`src/rtl/uart_regs_frac_pkg.sv`:
```
// Shared types and constants for the fractional-baud UART register bank.
// Holds the CSR struct, the address map, the IIR codes and the RX trigger-level helper.
package uart_pkg;

  typedef struct packed {
    logic [7:0] lcr;
    logic [3:0] ier;
    logic [2:0] fcr;   // {trigger code[1:0], fifo enable}
    logic [7:0] scr;
    logic [7:0] dll;
    logic [7:0] dlm;
    logic [7:0] dlf;
  } csr_t;

  localparam logic [3:0] ADDR_RBR_THR    = 4'd0;
  localparam logic [3:0] ADDR_IER        = 4'd1;
  localparam logic [3:0] ADDR_IIR_FCR    = 4'd2;
  localparam logic [3:0] ADDR_LCR        = 4'd3;
  localparam logic [3:0] ADDR_LSR        = 4'd5;
  localparam logic [3:0] ADDR_SCR        = 4'd7;
  localparam logic [3:0] ADDR_DLF        = 4'd8;
  localparam logic [3:0] ADDR_LSR_MIRROR = 4'd9;

  localparam logic [3:0] IIR_NONE = 4'h1;
  localparam logic [3:0] IIR_THRE = 4'h2;
  localparam logic [3:0] IIR_RXDA = 4'h4;
  localparam logic [3:0] IIR_RLS  = 4'h6;

  function automatic int unsigned thresh(input logic [1:0] code, input int unsigned depth);
    int unsigned t;
    case (code)
      2'd0:    t = 1;
      2'd1:    t = depth / 4;
      2'd2:    t = depth / 2;
      default: t = depth - 2;
    endcase
    return t;
  endfunction

endpackage

```
`src/rtl/uart_regs_frac_if.sv`:
```
// Host register bus: one-cycle read/write strobes, 4-bit address, registered read data.
interface uart_regs_frac_if;
  logic       wr_i;
  logic       rd_i;
  logic [3:0] addr_i;
  logic [7:0] din_i;
  logic [7:0] dout_o;

  modport master (output wr_i, output rd_i, output addr_i, output din_i, input dout_o);
  modport slave  (input wr_i, input rd_i, input addr_i, input din_i, output dout_o);
endinterface

```
`src/rtl/uart_regs_frac_baud.sv`:
```
// Fractional baud tick generator: periods of Dv cycles, stretched by one cycle whenever
// the FRAC_W-bit phase accumulator carries.
module uart_baud_frac #(
  parameter int DIV_W  = 16,
  parameter int FRAC_W = 4
) (
  input  logic              clk,
  input  logic              rst,
  input  logic              clr_i,
  input  logic [DIV_W-1:0]  div_i,
  input  logic [FRAC_W-1:0] frac_i,
  output logic              baud_o
);

  localparam int LW = DIV_W + 1;

  logic [DIV_W-1:0]  cnt_q, cnt_d;
  logic [FRAC_W-1:0] acc_q, acc_d;
  logic [FRAC_W:0]   acc_sum;
  logic [LW-1:0]     last_cnt;
  logic              tick;

  always_comb begin
    // The carry of acc+F decides whether the period now running gets the extra cycle.
    acc_sum  = {1'b0, acc_q} + {1'b0, frac_i};
    last_cnt = {1'b0, div_i} - LW'(1) + LW'(acc_sum[FRAC_W]);
    tick     = (div_i != '0) && ({1'b0, cnt_q} == last_cnt);
    cnt_d    = cnt_q;
    acc_d    = acc_q;
    if (clr_i) begin
      cnt_d = '0;
      acc_d = '0;
    end else if (div_i != '0) begin
      if (tick) begin
        cnt_d = '0;
        acc_d = acc_sum[FRAC_W-1:0];
      end else begin
        cnt_d = cnt_q + DIV_W'(1);
      end
    end
  end

  always_ff @(posedge clk or negedge rst) begin
    if (!rst) begin
      cnt_q <= '0;
      acc_q <= '0;
    end else begin
      cnt_q <= cnt_d;
      acc_q <= acc_d;
    end
  end

  assign baud_o = tick;

endmodule

```
`src/rtl/uart_regs_frac.sv`:
```
// 16550-style CSR bank with fractional baud divisor, prioritised IIR/irq and
// an extended window (DLF at 8, non-clearing LSR mirror at 9).
module uart_regs_frac
  import uart_pkg::*;
#(
  parameter int FIFO_DEPTH = 16,
  parameter int DIV_W      = 16,
  parameter int FRAC_W     = 4
) (
  input  logic                          clk,
  input  logic                          rst,
  uart_regs_frac_if.slave               bus,
  input  logic [7:0]                    rx_fifo_in,
  input  logic                          rx_fifo_empty_i,
  input  logic [$clog2(FIFO_DEPTH):0]   rx_fifo_count_i,
  input  logic                          tx_fifo_empty_i,
  input  logic                          tx_idle_i,
  input  logic                          rx_oe,
  input  logic                          rx_pe,
  input  logic                          rx_fe,
  input  logic                          rx_bi,
  output logic                          tx_push_o,
  output logic                          rx_pop_o,
  output logic                          baud_out,
  output logic                          tx_rst,
  output logic                          rx_rst,
  output logic [$clog2(FIFO_DEPTH):0]   rx_fifo_threshold,
  output logic [7:0]                    lcr_o,
  output logic                          irq_o
);

  localparam int         CW       = $clog2(FIFO_DEPTH) + 1;
  localparam logic [7:0] DLM_MASK = 8'((1 << (DIV_W - 8)) - 1);
  localparam logic [7:0] DLF_MASK = 8'((1 << FRAC_W) - 1);

  csr_t       csr_q, csr_d;
  logic [3:0] sticky_q, sticky_d;
  logic       armed_q, armed_d;
  logic       tx_empty_prev_q;
  logic [7:0] dout_q, dout_d;
  logic       irq_q, irq_d;
  logic       rx_rst_q, rx_rst_d;
  logic       tx_rst_q, tx_rst_d;

  logic          dlab;
  logic [3:0]    errs;
  logic          lsr_clr;
  logic [7:0]    lsr;
  logic [CW-1:0] threshold;
  logic [3:0]    iir_code;
  logic [7:0]    iir;
  logic [7:0]    rdata;
  logic          thr_wr;
  logic          rbr_rd;
  logic          div_wr;

  assign dlab      = csr_q.lcr[7];
  assign errs      = {rx_bi, rx_fe, rx_pe, rx_oe};
  assign lsr_clr   = bus.rd_i && (bus.addr_i == ADDR_LSR);
  assign threshold = CW'(thresh(csr_q.fcr[2:1], FIFO_DEPTH));
  assign lsr       = {|sticky_q, tx_fifo_empty_i & tx_idle_i, tx_fifo_empty_i, sticky_q, ~rx_fifo_empty_i};

  // A pulse coinciding with a clearing read survives into the next cycle.
  for (genvar gi = 0; gi < 4; gi++) begin : g_sticky
    assign sticky_d[gi] = (sticky_q[gi] & ~lsr_clr) | errs[gi];
  end

  always_comb begin
    if (csr_q.ier[2] && (|sticky_q)) begin
      iir_code = IIR_RLS;
    end else if (csr_q.ier[0] && (rx_fifo_count_i >= threshold)) begin
      iir_code = IIR_RXDA;
    end else if (csr_q.ier[1] && armed_q) begin
      iir_code = IIR_THRE;
    end else begin
      iir_code = IIR_NONE;
    end
    iir = {{2{csr_q.fcr[0]}}, 2'b00, iir_code};
  end

  always_comb begin
    thr_wr = bus.wr_i && (bus.addr_i == ADDR_RBR_THR) && !dlab;
    rbr_rd = bus.rd_i && (bus.addr_i == ADDR_RBR_THR) && !dlab;
    div_wr = bus.wr_i && ((((bus.addr_i == ADDR_RBR_THR) || (bus.addr_i == ADDR_IER)) && dlab)
                          || (bus.addr_i == ADDR_DLF));

    case (bus.addr_i)
      ADDR_RBR_THR:    rdata = dlab ? csr_q.dll : (rx_fifo_empty_i ? 8'h00 : rx_fifo_in);
      ADDR_IER:        rdata = dlab ? csr_q.dlm : {4'h0, csr_q.ier};
      ADDR_IIR_FCR:    rdata = iir;
      ADDR_LCR:        rdata = csr_q.lcr;
      ADDR_LSR:        rdata = lsr;
      ADDR_SCR:        rdata = csr_q.scr;
      ADDR_DLF:        rdata = csr_q.dlf;
      ADDR_LSR_MIRROR: rdata = lsr;
      default:         rdata = 8'h00;
    endcase

    csr_d    = csr_q;
    rx_rst_d = 1'b0;
    tx_rst_d = 1'b0;
    if (bus.wr_i) begin
      case (bus.addr_i)
        ADDR_RBR_THR: if (dlab) csr_d.dll = bus.din_i;
        ADDR_IER: begin
          if (dlab) csr_d.dlm = bus.din_i & DLM_MASK;
          else      csr_d.ier = bus.din_i[3:0];
        end
        ADDR_IIR_FCR: begin
          csr_d.fcr = {bus.din_i[7:6], bus.din_i[0]};
          rx_rst_d  = bus.din_i[1];
          tx_rst_d  = bus.din_i[2];
        end
        ADDR_LCR: csr_d.lcr = bus.din_i;
        ADDR_SCR: csr_d.scr = bus.din_i;
        ADDR_DLF: csr_d.dlf = bus.din_i & DLF_MASK;
        default: ;
      endcase
    end

    // THRE arming: clearing events win over a same-cycle set.
    armed_d = armed_q;
    if (tx_fifo_empty_i && !tx_empty_prev_q) armed_d = 1'b1;
    if (bus.wr_i && !dlab && (bus.addr_i == ADDR_IER) && bus.din_i[1] && !csr_q.ier[1]
        && tx_fifo_empty_i) armed_d = 1'b1;
    if (thr_wr) armed_d = 1'b0;
    if (bus.rd_i && (bus.addr_i == ADDR_IIR_FCR) && (iir_code == IIR_THRE)) armed_d = 1'b0;

    dout_d = bus.rd_i ? rdata : dout_q;
    irq_d  = (iir_code != IIR_NONE);
  end

  always_ff @(posedge clk or negedge rst) begin
    if (!rst) begin
      csr_q           <= '0;
      csr_q.lcr       <= 8'h03;
      sticky_q        <= '0;
      armed_q         <= 1'b0;
      tx_empty_prev_q <= 1'b0;
      dout_q          <= 8'h00;
      irq_q           <= 1'b0;
      rx_rst_q        <= 1'b0;
      tx_rst_q        <= 1'b0;
    end else begin
      csr_q           <= csr_d;
      sticky_q        <= sticky_d;
      armed_q         <= armed_d;
      tx_empty_prev_q <= tx_fifo_empty_i;
      dout_q          <= dout_d;
      irq_q           <= irq_d;
      rx_rst_q        <= rx_rst_d;
      tx_rst_q        <= tx_rst_d;
    end
  end

  uart_baud_frac #(
    .DIV_W (DIV_W),
    .FRAC_W(FRAC_W)
  ) u_baud (
    .clk   (clk),
    .rst   (rst),
    .clr_i (div_wr),
    .div_i ({csr_q.dlm[DIV_W-9:0], csr_q.dll}),
    .frac_i(csr_q.dlf[FRAC_W-1:0]),
    .baud_o(baud_out)
  );

  // Push/pop strobes line up with the host strobe so din_i / rx_fifo_in are valid alongside them.
  assign tx_push_o         = thr_wr;
  assign rx_pop_o          = rbr_rd && !rx_fifo_empty_i;
  assign bus.dout_o        = dout_q;
  assign tx_rst            = tx_rst_q;
  assign rx_rst            = rx_rst_q;
  assign rx_fifo_threshold = threshold;
  assign lcr_o             = csr_q.lcr;
  assign irq_o             = irq_q;

endmodule

```
`src/flat_wrapper.sv`:
```
// flat-port wrapper written by rule: the top's interface ports become plain ports
module uart_regs_frac_flat import uart_pkg::*;
#(
  parameter int FIFO_DEPTH = 16,
  parameter int DIV_W      = 16,
  parameter int FRAC_W     = 4
)
  (clk, rst, rx_fifo_in, rx_fifo_empty_i, rx_fifo_count_i, tx_fifo_empty_i, tx_idle_i, rx_oe, rx_pe, rx_fe, rx_bi, tx_push_o, rx_pop_o, baud_out, tx_rst, rx_rst, rx_fifo_threshold, lcr_o, irq_o, bus_wr_i, bus_rd_i, bus_addr_i, bus_din_i, bus_dout_o);
  uart_regs_frac_if bus_i ();
  input  logic clk;
  input  logic rst;
  input  logic [7:0] rx_fifo_in;
  input  logic rx_fifo_empty_i;
  input  logic [$clog2(FIFO_DEPTH):0] rx_fifo_count_i;
  input  logic tx_fifo_empty_i;
  input  logic tx_idle_i;
  input  logic rx_oe;
  input  logic rx_pe;
  input  logic rx_fe;
  input  logic rx_bi;
  output logic tx_push_o;
  output logic rx_pop_o;
  output logic baud_out;
  output logic tx_rst;
  output logic rx_rst;
  output logic [$clog2(FIFO_DEPTH):0] rx_fifo_threshold;
  output logic [7:0] lcr_o;
  output logic irq_o;
  input wire logic [$bits(bus_i.wr_i)-1:0] bus_wr_i;
  input wire logic [$bits(bus_i.rd_i)-1:0] bus_rd_i;
  input wire logic [$bits(bus_i.addr_i)-1:0] bus_addr_i;
  input wire logic [$bits(bus_i.din_i)-1:0] bus_din_i;
  output wire logic [$bits(bus_i.dout_o)-1:0] bus_dout_o;
  assign bus_i.wr_i = bus_wr_i;
  assign bus_i.rd_i = bus_rd_i;
  assign bus_i.addr_i = bus_addr_i;
  assign bus_i.din_i = bus_din_i;
  assign bus_dout_o = bus_i.dout_o;
  uart_regs_frac #(.FIFO_DEPTH(FIFO_DEPTH), .DIV_W(DIV_W), .FRAC_W(FRAC_W)) u_core (.clk(clk), .rst(rst), .bus(bus_i), .rx_fifo_in(rx_fifo_in), .rx_fifo_empty_i(rx_fifo_empty_i), .rx_fifo_count_i(rx_fifo_count_i), .tx_fifo_empty_i(tx_fifo_empty_i), .tx_idle_i(tx_idle_i), .rx_oe(rx_oe), .rx_pe(rx_pe), .rx_fe(rx_fe), .rx_bi(rx_bi), .tx_push_o(tx_push_o), .rx_pop_o(rx_pop_o), .baud_out(baud_out), .tx_rst(tx_rst), .rx_rst(rx_rst), .rx_fifo_threshold(rx_fifo_threshold), .lcr_o(lcr_o), .irq_o(irq_o));
endmodule
```
`config.mk`:
```
export PLATFORM = sky130hd
export DESIGN_NAME = uart_regs_frac_flat
export DESIGN_NICKNAME = d
export VERILOG_FILES = /design/src/rtl/uart_regs_frac_pkg.sv /design/src/rtl/uart_regs_frac_if.sv /design/src/rtl/uart_regs_frac_baud.sv /design/src/rtl/uart_regs_frac.sv /design/src/flat_wrapper.sv
export SDC_FILE = /design/constraint.sdc
export NUM_CORES = 1
export LEC_CHECK = 0
export CAP_MARGIN = 20
export CORE_MARGIN = 5
export CORE_UTILIZATION = 45
export CTS_CLUSTER_DIAMETER = 120
export CTS_CLUSTER_SIZE = 10
export DETAILED_ROUTE_END_ITERATION = 10
export HOLD_SLACK_MARGIN = 0.05
export PLACE_DENSITY = 0.67
export SETUP_SLACK_MARGIN = 0.05
export SLEW_MARGIN = 40
export SYNTH_ARGS = -nofsm -noshare
export SYNTH_HDL_FRONTEND = slang
export SYNTH_SLANG_ARGS = --single-unit
```
`constraint.sdc`:
```
create_clock -name clk -period 8.7 [get_ports clk]
set_input_delay 1.74 -clock clk [delete_from_list [all_inputs] [get_ports clk]]
set_output_delay 1.74 -clock clk [all_outputs]
set_load 0.02 [all_outputs]
```
# ---- After elaboration in Yosys (flattened, before gate mapping)
# Cells that the tools add are included.
# Widths: inputs -> output; s select.
dict set report totals {
  inputBits 36
  reg_bits 80
}
dict set report classes {
  order_cmp 1
  bitwise 12
  n_reduce_logical 42
  n_addsub 4
  n_mux 22
  eq_ne 12
}
# cell count
set op_table {}
lappend op_table {{$pmux 8 s7} 1}
lappend op_table {{$mux 16} 3}
lappend op_table {{$mux 8} 3}
lappend op_table {{$logic_and 1x1->1} 20}
lappend op_table {{$mux 4} 5}
lappend op_table {{$add 17x1->17} 1}
lappend op_table {{$eq 16x17->1} 1}
lappend op_table {{$sub 16x1->17 const B} 1}
lappend op_table {{$add 16x1->16 const B} 1}
lappend op_table {{$reduce_bool 16->1} 1}
lappend op_table {{$eq 4x2->1 const B} 3}
lappend op_table {{$pmux 4 s3} 1}
lappend op_table {{$reduce_and 2->1} 5}
lappend op_table {{$reduce_and 3->1} 3}
lappend op_table {{$eq 4x3->1 const B} 2}
lappend op_table {{$eq 4x4->1 const B} 2}
lappend op_table {{$mux 1} 8}
lappend op_table {{$add 4x4->5} 1}
lappend op_table {{$and 1x1->1} 5}
lappend op_table {{$ge 5x4->1} 1}
lappend op_table {{$eq 4x1->1 const B} 1}
lappend op_table {{$logic_not 1->1} 4}
lappend op_table {{$logic_not 4->1} 1}
lappend op_table {{$ne 4x1->1 const B} 1}
lappend op_table {{11 further kinds} 18}

# ---- Logic depth before layout (Yosys ltp)
# Gate-level depths: netlist (run 1).
dict set report depth {
  word_depth 9
  ltp_mapped 17
  depth_no_buf 15
}

# ---- Modules after synthesis
# From an unflattened synthesis (run 1), not the netlist that was laid out.
dict set report unflattened {
  cells_unflattened 472
  hier_area_um2 4897.2
}
# module area_per_inst_um2 cells_each n_inst
set modules_own_cells {}
lappend modules_own_cells {uart_regs_frac 3156.8 275 1}
lappend modules_own_cells {uart_baud_frac 1740.4 197 1}

# ---- Least setup slack after synthesis (run 1)
# No wires, ideal clock.
dict set report synth_timing {
  kind {reg2out}
  start {reg u_core.u_baud.acc_q[0]}
  end {out baud_out}
  t_arrival_ns 3.309
  n_path_buf 1
  stages_incl_launch_ff 16
  required_time_ns 6.960
  slack_ns 3.651
  cell_sequence {dfrtp_1 > ha_1 > inv_1 > fa_1 > inv_1 > a21o_1 > a21oi_1 > ha_1 > ha_1 > or3b_1 > clkbuf_1 > nor2_1 > or4b_1 > a31oi_1 > nand4_2 > nor2_1}
}
dict set report synth_via {
  elab_chain_len 4
}
# element line
set synth_rtl {}
lappend synth_rtl {{start: declaration} uart_regs_frac_baud.sv:18} ;# logic [FRAC_W-1:0] acc_q, acc_d;
lappend synth_rtl {{start signal: assignment} uart_regs_frac_baud.sv:46} ;# acc_q <= '0;
lappend synth_rtl {{start signal: assignment} uart_regs_frac_baud.sv:49} ;# acc_q <= acc_d;
lappend synth_rtl {{$add 4x4->5} uart_regs_frac_baud.sv:25} ;# acc_sum = {1'b0, acc_q} + {1'b0, frac_i};
lappend synth_rtl {{$add 17x1->17} uart_regs_frac_baud.sv:26} ;# last_cnt = {1'b0, div_i} - LW'(1) + LW'(acc_sum[FRAC_W]);
lappend synth_rtl {{$eq 16x17->1} uart_regs_frac_baud.sv:27} ;# tick = (div_i != '0) && ({1'b0, cnt_q} == last_cnt);
lappend synth_rtl {{$logic_and 1x1->1} uart_regs_frac_baud.sv:27}
lappend synth_rtl {{end: declaration} flat_wrapper.sv:23} ;# output logic baud_out;
# Every way passes these cells.

# ---- Final worst setup path (run 1)
dict set report layout_timing {
  start {reg u_core.csr_q[0] (netlist bit)}
  end {out baud_out}
}
dict set report layout_via {
  elab_chain_len 4
}
# element line
set layout_rtl {}
lappend layout_rtl {{start: declaration} uart_regs_frac.sv:36} ;# csr_t csr_q, csr_d;
lappend layout_rtl {{start signal: assignment} uart_regs_frac.sv:145} ;# csr_q <= csr_d;
lappend layout_rtl {{$add 4x4->5} uart_regs_frac_baud.sv:25}
lappend layout_rtl {{$add 17x1->17} uart_regs_frac_baud.sv:26}
lappend layout_rtl {{$eq 16x17->1} uart_regs_frac_baud.sv:27}
lappend layout_rtl {{$logic_and 1x1->1} uart_regs_frac_baud.sv:27}
# Every way passes these cells.

==> flow_summary.yaml, run 1 <==
yosys:
  synth_async_sr_flop_share_pct: 100
  synth.distinct_cells: 72
  synth_cells: 481
  yosys_warnings: 0
  synth_nets: 530
  syn_area_um2: 4890
  synth_ff_type: "dfrtp_1"
  synth_edf_count: 0
  synth_seq_area_share_pct: 41.0
  synth_seq_cells: 80
  syn_avg_cell_area_um2: 10.2
pwr:
  p_sw_mw: 0.527
  internal-power_mw: 0.840
  power_density_nw_per_um2: 236
  swShare_pct: 38.6
  clkPwrFrac_pct: 22.1
  max-vdd-ir-drop_uv: 108
  p_leak_nw: 2.49
  seqPwrFrac_pct: 39.1
  p_comb_share_pct: 38.8
clocking:
  clkSinkCount: 80
  cts_tree: "yes"
  cts_buffers: 9
  path_clk_slew_ns: 0.09
  root_buffer: "clkbuf_8"
  clock_path_buffers: 2
  cts_resized: 0
  clock_latency_ns: 0.38
  cts-htree-levels: 3
  cts_setup_buffers: 0
  hold_buffers: 0
flow_run:
  cap_viol_max_count: 0
sta:
  finalCriticalPeriod_ns: 6.19
  max_freq_mhz: 162
  setup-tns-final_ns: 0
  rsz0062_at_grt: "no"
  slew_headroom_pct: 46.4
  final.period_utilization_pct: 71.2
  hold_ws_ns: 0.518
  slew_violations: 0
  final_hold_viol_count: 0
  finClkSkew_ns: 0.0105
  setup_violations: 0
  worst_slew_pin_slew_ns: 0.799
finish:
  drive_above_1_share_pct: 15.9
  n_antenna_cell: 0
  final.fill_count: 985
  synthToLayoutAreaGrowth_pct: 18.4
  final_core_util_pct: 53.9
  layout.nets: 580
worst_setup_path:
  critPathLaunchType: "flop"
  cp-end-kind: "output port"
  crit_arrival_ns: 4.45
  cp_max_fo: 7
  path_class: "reg -> out"
  cp.required_ns: 6.96
global_routing:
  grtUsageTotal_pct: 21.3
  grt_pass1_vias: 4126
  grt_max_degree: 81
  antenna_found_initial: 0
  grt_pass1_wl_um: 21600
  overflow: 0
die:
  ios: 63
  dieArea_um2: 13100
  start_util_pct: 45.5
  fp-row-count: 38
  chipWidth_um: 114
  die_h_um: 114
  core_um2: 10700
detailed_routing:
  wl_per_cell_um: 19.2
  drt_iter0_markers: 296
  vias: 3962
  wirelength_um: 13000
  post-route-drc-count: 0
  firstDrtPassIters: 5
  ant_nets: 0
  avgViaCountPerCell: 5.86
placed_design:
  dp_hpwl_um: 9650
  port_buffers: 61
  place.gp.congestion: 0.887
min_path:
  hp-class: "reg -> reg"
run_status:
  status: "complete, no violations"
-- power by group through the flow --
stage	combinational [mW]	sequential, mW	clock (mW)
floorplan	0.418	0.500	0
global placement	0.524	0.537	0
detailed placement	0.530	0.540	0
CTS	0.532	0.533	0.310
global route	0.588	0.546	0.328
finish	0.530	0.534	0.303
-- logic make-up (layout without fill, tap and decap cells) --
| kind of cell | Yosys count | after routing | share of synthesized area [%] |
|---|---|---|---|
| simple gates | 142 | 142 | 17.1 |
| compound gates | 101 | 101 | 14.8 |
| flops | 80 | 80 | 41.0 |
| buf+inv | 55 | 110 | 5.19 |
| mux | 49 | 49 | 11.2 |
| xor+xnor | 40 | 40 | 7.16 |
| fa+ha+maj | 13 | 13 | 3.48 |
| other cells | 1 | 1 | 0.0767 |
-- metal layers --
layer | wire, um | GRT usage, %
met5 | 0 | 0
met4 | 351 | 9.11
met3 | 898 | 5.44
met2 | 6140 | 33.5
met1 | 5610 | 27.8
-- critical path, stage by stage, from the launching register on --
cell             delay, ns
dfrtp_1               0.42
ha_1                  0.20
inv_1                 0.07
fa_1                  0.20
inv_1                 0.05
a21o_1                0.15
a21oi_1               0.16
ha_1                  0.25
ha_1                  0.25
or3b_1                0.48
nor2_1                0.12
or4b_1                0.45
a31oi_1               0.21
nand4_2               0.23
nor2_1                0.20
clkdlybuf4s50_1       0.63
-- registers in the layout, indices dropped and copies added (netlist names) --
register	cells
u_core.csr_q	35
u_core.u_baud.cnt_q	16
u_core.bus.dout_o	8
u_core.lcr_o	8
u_core.sticky_q	4
u_core.u_baud.acc_q	4
u_core.armed_q	1
u_core.irq_o	1
u_core.rx_rst	1
u_core.tx_empty_prev_q	1
u_core.tx_rst	1
-- area by class of cell --
cell class                      instances  area (um^2)  share of cell area [%]
Clock buffer                           10          138                    2.38
Clock inverter                          6         75.1                    1.30
Inverter                               26         97.6                    1.69
Multi-Input combinational cell        346         2630                    45.5
Sequential cell                        80         2000                    34.6
Tap cell                              140          175                    3.03
Timing Repair Buffer                   68          667                    11.5
-- path summary, 6_finish.rpt --
kind	startpoint	endpoint	slack (ns)	cells after the start
max	u_core.csr_q[0]$_DFFE_PN0P_	baud_out	2.51	15
max in group asynchronous	rst	u_core.lcr_o[4]$_DFFE_PN0P_	6.85	1
min reg2reg	u_core.csr_q[30]$_DFFE_PN0P_	u_core.csr_q[30]$_DFFE_PN0P_	0.52	1
min in group asynchronous	rst	u_core.u_baud.cnt_q[15]$_DFFE_PN0P_	1.36	1
max reg2reg	u_core.csr_q[0]$_DFFE_PN0P_	u_core.u_baud.cnt_q[14]$_DFFE_PN0P_	4.62	15
min	u_core.csr_q[30]$_DFFE_PN0P_	u_core.csr_q[30]$_DFFE_PN0P_	0.52	1
-- synthesized netlist by cell type (9+ instances only) --
cell type | n | area [um^2]
and3_1 | 9 | 56.3
a21oi_1 | 14 | 70.1
nand2_1 | 23 | 86.3
a21o_1 | 13 | 97.6
nand3_1 | 16 | 80.1
ha_1 | 12 | 150
dfrtp_1 | 78 | 1950
xnor2_1 | 25 | 219
buf_4 | 10 | 75.1
o21ai_0 | 11 | 55.1
nor2_1 | 34 | 128
inv_1 | 26 | 97.6
clkbuf_1 | 14 | 52.6
mux2_2 | 46 | 518
xor2_1 | 15 | 131
-- cell usage in the layout, fill, tap and decap left out, types with 3 or more instances in the layout --
master           synthesis  layout
nor2b_1                  4       4
inv_1                   26      26
or4_1                    5       5
and2_1                   3       3
a31oi_1                  6       6
nor4_1                   3       3
nand2b_1                 5       5
o21ai_0                 11      11
and4_1                   6       6
or3_1                    4       4
mux2_2                  46      46
clkbuf_8                 0      11
ha_1                    12      12
nand4_1                  4       4
a22o_1                   4       4
a222oi_1                 4       4
a21oi_1                 14      14
mux2i_1                  3       3
or4b_1                   3       3
nand3_1                 16      16
o211ai_1                 4       4
nand2_1                 23      23
xor2_1                  15      15
a21o_1                  13      13
buf_4                   10       7
a22oi_1                  7       7
o22ai_1                  8       8
clkdlybuf4s50_1          0      60
nor2_1                  34      34
a211oi_1                 5       5
and3_1                   9       9
nor3_1                   7       7
dfrtp_1                 78      78
xnor2_1                 25      25
-- per-stage QoR --
| stage | instance area [um^2] | std cells | total power [mW] | setup WS [ns] |
|---|---|---|---|---|
| after floorplan | 4890 | 481 | 0.918 | 3.65 |
| after global placement | 5570 | 660 | 1.06 | 2.99 |
| after detailed placement | 5570 | 660 | 1.07 | 2.90 |
| after CTS | 5790 | 676 | 1.37 | 2.47 |
| after global routing | 5790 | 676 | 1.46 | 2.18 |
| final | 5790 | 676 | 1.37 | 2.51 |
(Power assumes the default switching activity.)
==> run 2, diff against run 1 <==
- clock period: 8.7 -> 6.4 ns (I/O delays scaled with it)
==> flow_summary.yaml, run 2 (same netlist as run 1, synthesis figures left out) <==
die:
  start_util_pct: 45.5
  ios: 63
  fp-row-count: 38
  die_h_um: 114
  chipWidth_um: 114
  dieArea_um2: 13100
  core_um2: 10700
worst_setup_path:
  crit_family: "simple AND/OR/NAND/NOR gates"
  path_buf_inv: 3
  slowest_stage: "clkdlybuf4s50_1"
  crit_arrival_ns: 4.52
  cp-end-kind: "output port"
  cp_slowest_stage_delay_ns: 0.63
  cp.required_ns: 5.12
  cp_max_fo: 7
  path_class: "reg -> out"
  worst_path_most_repeated_cell: "ha_1"
  critPathLaunchType: "flop"
  cp_cell_sequence: "ha_1 > inv_1 > fa_1 > inv_1 > a21o_1 > a21oi_1 > ha_1 > ha_1 > or3b_1 > nor2_1 > or4b_1 > a31oi_1 > nand4_2 > nor2_1 > clkdlybuf4s50_1"
clocking:
  clkSinkCount: 80
  root_buffer: "clkbuf_8"
  hold_buffers: 0
  cts_setup_buffers: 0
  cts_buffers: 9
  cts-htree-levels: 3
  cts_tree: "yes"
  clock_latency_ns: 0.38
  path_clk_slew_ns: 0.10
  cts_resized: 0
  clock_path_buffers: 2
sta:
  finClkSkew_ns: 0.0146
  rsz0062_at_grt: "no"
  slew_headroom_pct: 47.3
  slew_violations: 0
  setup-tns-final_ns: 0
  setup_violations: 0
  max_freq_mhz: 172
  final.period_utilization_pct: 90.6
  final_hold_viol_count: 0
  finalCriticalPeriod_ns: 5.80
  worst_slew_pin_slew_ns: 0.786
pwr:
  max-vdd-ir-drop_uv: 169
  p_leak_nw: 2.51
  power_density_nw_per_um2: 326
detailed_routing:
  vias: 3960
  firstDrtPassIters: 6
  wirelength_um: 13200
  ant_nets: 0
  post-route-drc-count: 0
  drt_iter0_markers: 248
  avgViaCountPerCell: 5.85
  wl_per_cell_um: 19.5
global_routing:
  grtUsageTotal_pct: 21.3
  grt_pass1_wl_um: 21700
  antenna_found_initial: 0
  grt_pass1_vias: 4027
  grt_max_degree: 81
  overflow: 0
min_path:
  hp-class: "reg -> reg"
run_status:
  status: "complete, no violations"
finish:
  largest_reg_flops: 35
  post-route-cell-area_um2: 5830
  n_antenna_cell: 0
  layout_commonest_cell: "dfrtp_1"
  synthToLayoutAreaGrowth_pct: 19.2
  largest_register: "u_core.csr_q"
  final_cell_mix: "dfrtp_1, clkdlybuf4s50_1, mux2_2"
  final_core_util_pct: 54.3
  top_regs: "u_core.csr_q: 35 flops, u_core.u_baud.cnt_q: 16 flops"
  layout.nets: 581
  drive_above_1_share_pct: 16.0
placed_design:
  dp_hpwl_um: 9790
  placedInstanceArea_um2: 5570
  place.gp.congestion: 0.911
  port_buffers: 61
flow_run:
  cap_viol_max_count: 0
## run 2: final cells by class
cell class	count	area, um^2
inverters	26	97.6
multi-input cells	346	2630
well taps	140	175
clock inverters	7	104
clock buffers	9	124
repair buffers	69	692
fillers	996	4920
flip-flops and latches	80	2000
## run 2: power by group
group	internal [mW]	leakage, nW	switching [mW]
logic	0.348	1.38	0.389
registers	0.600	1.01	0.125
clock network	0.224	0.108	0.213
total	1.17	2.51	0.727
## run 2: path summary, 6_finish.rpt
check / cells past startpoint / start / slack [ns] / to
max: 15 / u_core.csr_q[0]$_DFFE_PN0P_ / 0.60 / baud_out
min in group asynchronous: 1 / rst / 0.73 / u_core.u_baud.cnt_q[6]$_DFFE_PN0P_
min reg2reg: 1 / u_core.csr_q[24]$_DFFE_PN0P_ / 0.51 / u_core.csr_q[24]$_DFFE_PN0P_
max reg2reg: 15 / u_core.csr_q[0]$_DFFE_PN0P_ / 2.23 / u_core.u_baud.cnt_q[15]$_DFFE_PN0P_
min: 1 / u_core.csr_q[24]$_DFFE_PN0P_ / 0.51 / u_core.csr_q[24]$_DFFE_PN0P_
max in group asynchronous: 2 / rst / 5.06 / u_core.lcr_o[0]$_DFFE_PN1P_
## run 2: routing by layer
layer | wire length [um] | up-vias | GRT usage [%] | share of wire [%]
met2 | 6270 | 131 | 33.6 | 48
met5 | 0 | - | 0 | 0
met1 | 5910 | 1949 | 28.6 | 45
li1 | - | 1856 | - | -
met4 | 301 | 0 | 7.92 | 2.3
met3 | 707 | 24 | 4.81 | 5.4
## run 2: metrics by stage
stage / cells / total power, mW / hold slack (ns) / setup WS (ns)
4_1_cts: 676 / 1.90 / 0.515 / 0.647
6_report: 677 / 1.90 / 0.515 / 0.602
3_5_place_dp: 660 / 1.46 / 0.493 / 1.07
5_1_grt: 677 / 2.02 / 0.524 / 0.350
2_1_floorplan: 481 / 1.25 / 0.463 / 1.81
3_3_place_gp: 660 / 1.45 / 0.485 / 1.13
## run 2: worst register-to-register path: stages (launching register included)
cell and delay (ns):
dfrtp_1 0.41, ha_1 0.20, inv_1 0.07, fa_1 0.21
inv_1 0.06, a21o_1 0.15, a21oi_1 0.14, ha_1 0.25
ha_1 0.25, or3b_1 0.49, nor2_1 0.13, or4b_1 0.46
a31oi_1 0.25, nand4_2 0.23, o21ai_2 0.59, nor2_1 0.14
==> run 3, diff against run 2 <==
- CORE_MARGIN: 5 -> 10
- CORE_UTILIZATION: 45 -> 54
- PLACE_DENSITY: 0.67 -> 0.78
==> flow_summary.yaml, run 3 (same netlist as run 1, synthesis figures left out) <==
worst_setup_path:
  cp_max_fo: 8
  rr_endpoint: "u_core.u_baud.cnt_q[3]$_DFFE_PN0P_"
  cp_cell_sequence: "ha_1 > inv_1 > fa_1 > inv_1 > a21o_1 > a21oi_1 > ha_1 > ha_1 > nor3b_2 > a21oi_1 > or4_1 > nor3_2 > nand4_2 > nor2_1 > clkdlybuf4s50_1"
  path_buf_inv: 3
  worst_path_most_repeated_cell: "ha_1"
  r2r_slack_ns: 2.19
  cp_slowest_stage_delay_ns: 0.62
  slowest_stage: "clkdlybuf4s50_1"
  crit_family: "simple AND/OR/NAND/NOR gates"
  path_class: "reg -> out"
  cp.required_ns: 5.12
  reg2reg_from: "u_core.csr_q[0]$_DFFE_PN0P_"
  cp-end-kind: "output port"
  critPathLaunchType: "flop"
  crit_arrival_ns: 4.43
  r2r_cells: 15
finish:
  layout_commonest_cell: "dfrtp_1"
  drive_above_1_share_pct: 15.5
  top_regs: "u_core.csr_q: 35 flops, u_core.u_baud.cnt_q: 16 flops"
  n_antenna_cell: 0
  layout.nets: 579
  final_cell_mix: "dfrtp_1, clkdlybuf4s50_1, mux2_2"
  largest_register: "u_core.csr_q"
  synthToLayoutAreaGrowth_pct: 17.5
  largest_reg_flops: 35
sta:
  rsz0062_at_grt: "no"
  max_freq_mhz: 175
  setup_violations: 0
  worst_slew_pin_slew_ns: 0.733
  finClkSkew_ns: 0.0130
  finalCriticalPeriod_ns: 5.71
  slew_violations: 0
  final_hold_viol_count: 0
  final.period_utilization_pct: 89.2
  setup-tns-final_ns: 0
  slew_headroom_pct: 50.8
  fin_ws_ns: 0.693
pwr:
  clkPwrFrac_pct: 22.5
  max-vdd-ir-drop_uv: 213
  internal-power_mw: 1.17
  p_sw_mw: 0.727
  power_density_nw_per_um2: 330
  p_comb_share_pct: 39.3
  swShare_pct: 38.4
  finalPower_mw: 1.90
  seqPwrFrac_pct: 38.2
  p_leak_nw: 2.48
clocking:
  cts-htree-levels: 3
  cts_setup_buffers: 0
  cts_buffers: 9
  clkSinkCount: 80
  clock_path_buffers: 2
  root_buffer: "clkbuf_8"
  cts_resized: 0
  cts_tree: "yes"
  clock_latency_ns: 0.36
  path_clk_slew_ns: 0.09
  hold_buffers: 0
die:
  dieArea_um2: 13300
  die_h_um: 115
  start_util_pct: 55.8
  core_um2: 8760
  chipWidth_um: 115
  fp-row-count: 34
  ios: 63
placed_design:
  port_buffers: 61
  place.gp.congestion: 0.927
  dp_hpwl_um: 9870
  preCtsSetupSlack_ns: 1.09
min_path:
  min_from: "u_core.csr_q[38]$_DFFE_PN0P_"
  hold_depth: 1
  holdPathEnd: "u_core.csr_q[38]$_DFFE_PN0P_"
  hp-class: "reg -> reg"
global_routing:
  grtUsageTotal_pct: 20.6
  grt_pass1_vias: 4098
  grt_max_degree: 81
  antenna_found_initial: 0
  overflow: 0
  grt_pass1_wl_um: 21900
detailed_routing:
  avgViaCountPerCell: 6.28
  firstDrtPassIters: 5
  wirelength_um: 13500
  post-route-drc-count: 0
  wl_per_cell_um: 20.9
  ant_nets: 0
  vias: 4040
  drt_iter0_markers: 343
run_status:
  status: "complete, no violations"
flow_run:
  cap_viol_max_count: 0
run 3: cell count changes in the layout (fill, tap and decap cells not counted):
cell      delta
clkinv_4     -1
inv_8        -1
buf_4        -1
inv_6        +1
clkbuf_1     +1
buf_16       -1
run 3: through the flow:
| stage | hold WS [ns] | area [um^2] | cells | util, % |
|---|---|---|---|---|
| 2_1_floorplan | 0.463 | 4890 | 481 | - |
| 3_3_place_gp | 0.483 | 5520 | 627 | 63.0 |
| 3_5_place_dp | 0.493 | 5530 | 627 | 63.1 |
| 4_1_cts | 0.512 | 5750 | 643 | 65.6 |
| 5_1_grt | 0.531 | 5750 | 643 | 65.6 |
| 6_report | 0.509 | 5750 | 643 | 65.6 |
run 3: worst max-delay path by stage:
stage                                       startpoint       end  slack, ns  cells after the start
finish                     u_core.csr_q[0]$_DFFE_PN0P_  baud_out       0.69                     15
detailed placement         u_core.csr_q[0]$_DFFE_PN0P_  baud_out       1.09                     15
global route        u_core.u_baud.acc_q[0]$_DFFE_PN0P_  baud_out       0.32                     15
global placement           u_core.csr_q[0]$_DFFE_PN0P_  baud_out       1.22                     15
floorplan           u_core.u_baud.acc_q[0]$_DFFE_PN0P_  baud_out       1.81                     15
CTS                        u_core.csr_q[0]$_DFFE_PN0P_  baud_out       0.68                     15
run 3: final cells by class:
cell class                      count  area [um^2]
Sequential cell                    80         2000
Clock buffer                       10          128
Clock inverter                      6         92.6
Multi-Input combinational cell    346         2630
Fill cell                         730         3020
Tap cell                          108          135
Timing Repair Buffer               67          657
Inverter                           26         97.6
run 3: metal layers:
| metal | GRT usage, % | share of wire [%] | vias to the layer above |
|---|---|---|---|
| met5 | 0 | 0 | - |
| met4 | 5.12 | 0.76 | 0 |
| met3 | 4.58 | 7.4 | 10 |
| met2 | 32.6 | 48 | 148 |
| met1 | 28.0 | 43 | 2027 |
| li1 | - | - | 1855 |
run 3: power by group through the flow:
stage / Sequential [mW] / Combinational, mW / Clock (mW)
detailed placement: 0.731 / 0.734 / 0
global route: 0.741 / 0.821 / 0.450
finish: 0.724 / 0.745 / 0.426
global placement: 0.724 / 0.717 / 0
CTS: 0.721 / 0.742 / 0.434
floorplan: 0.680 / 0.568 / 0
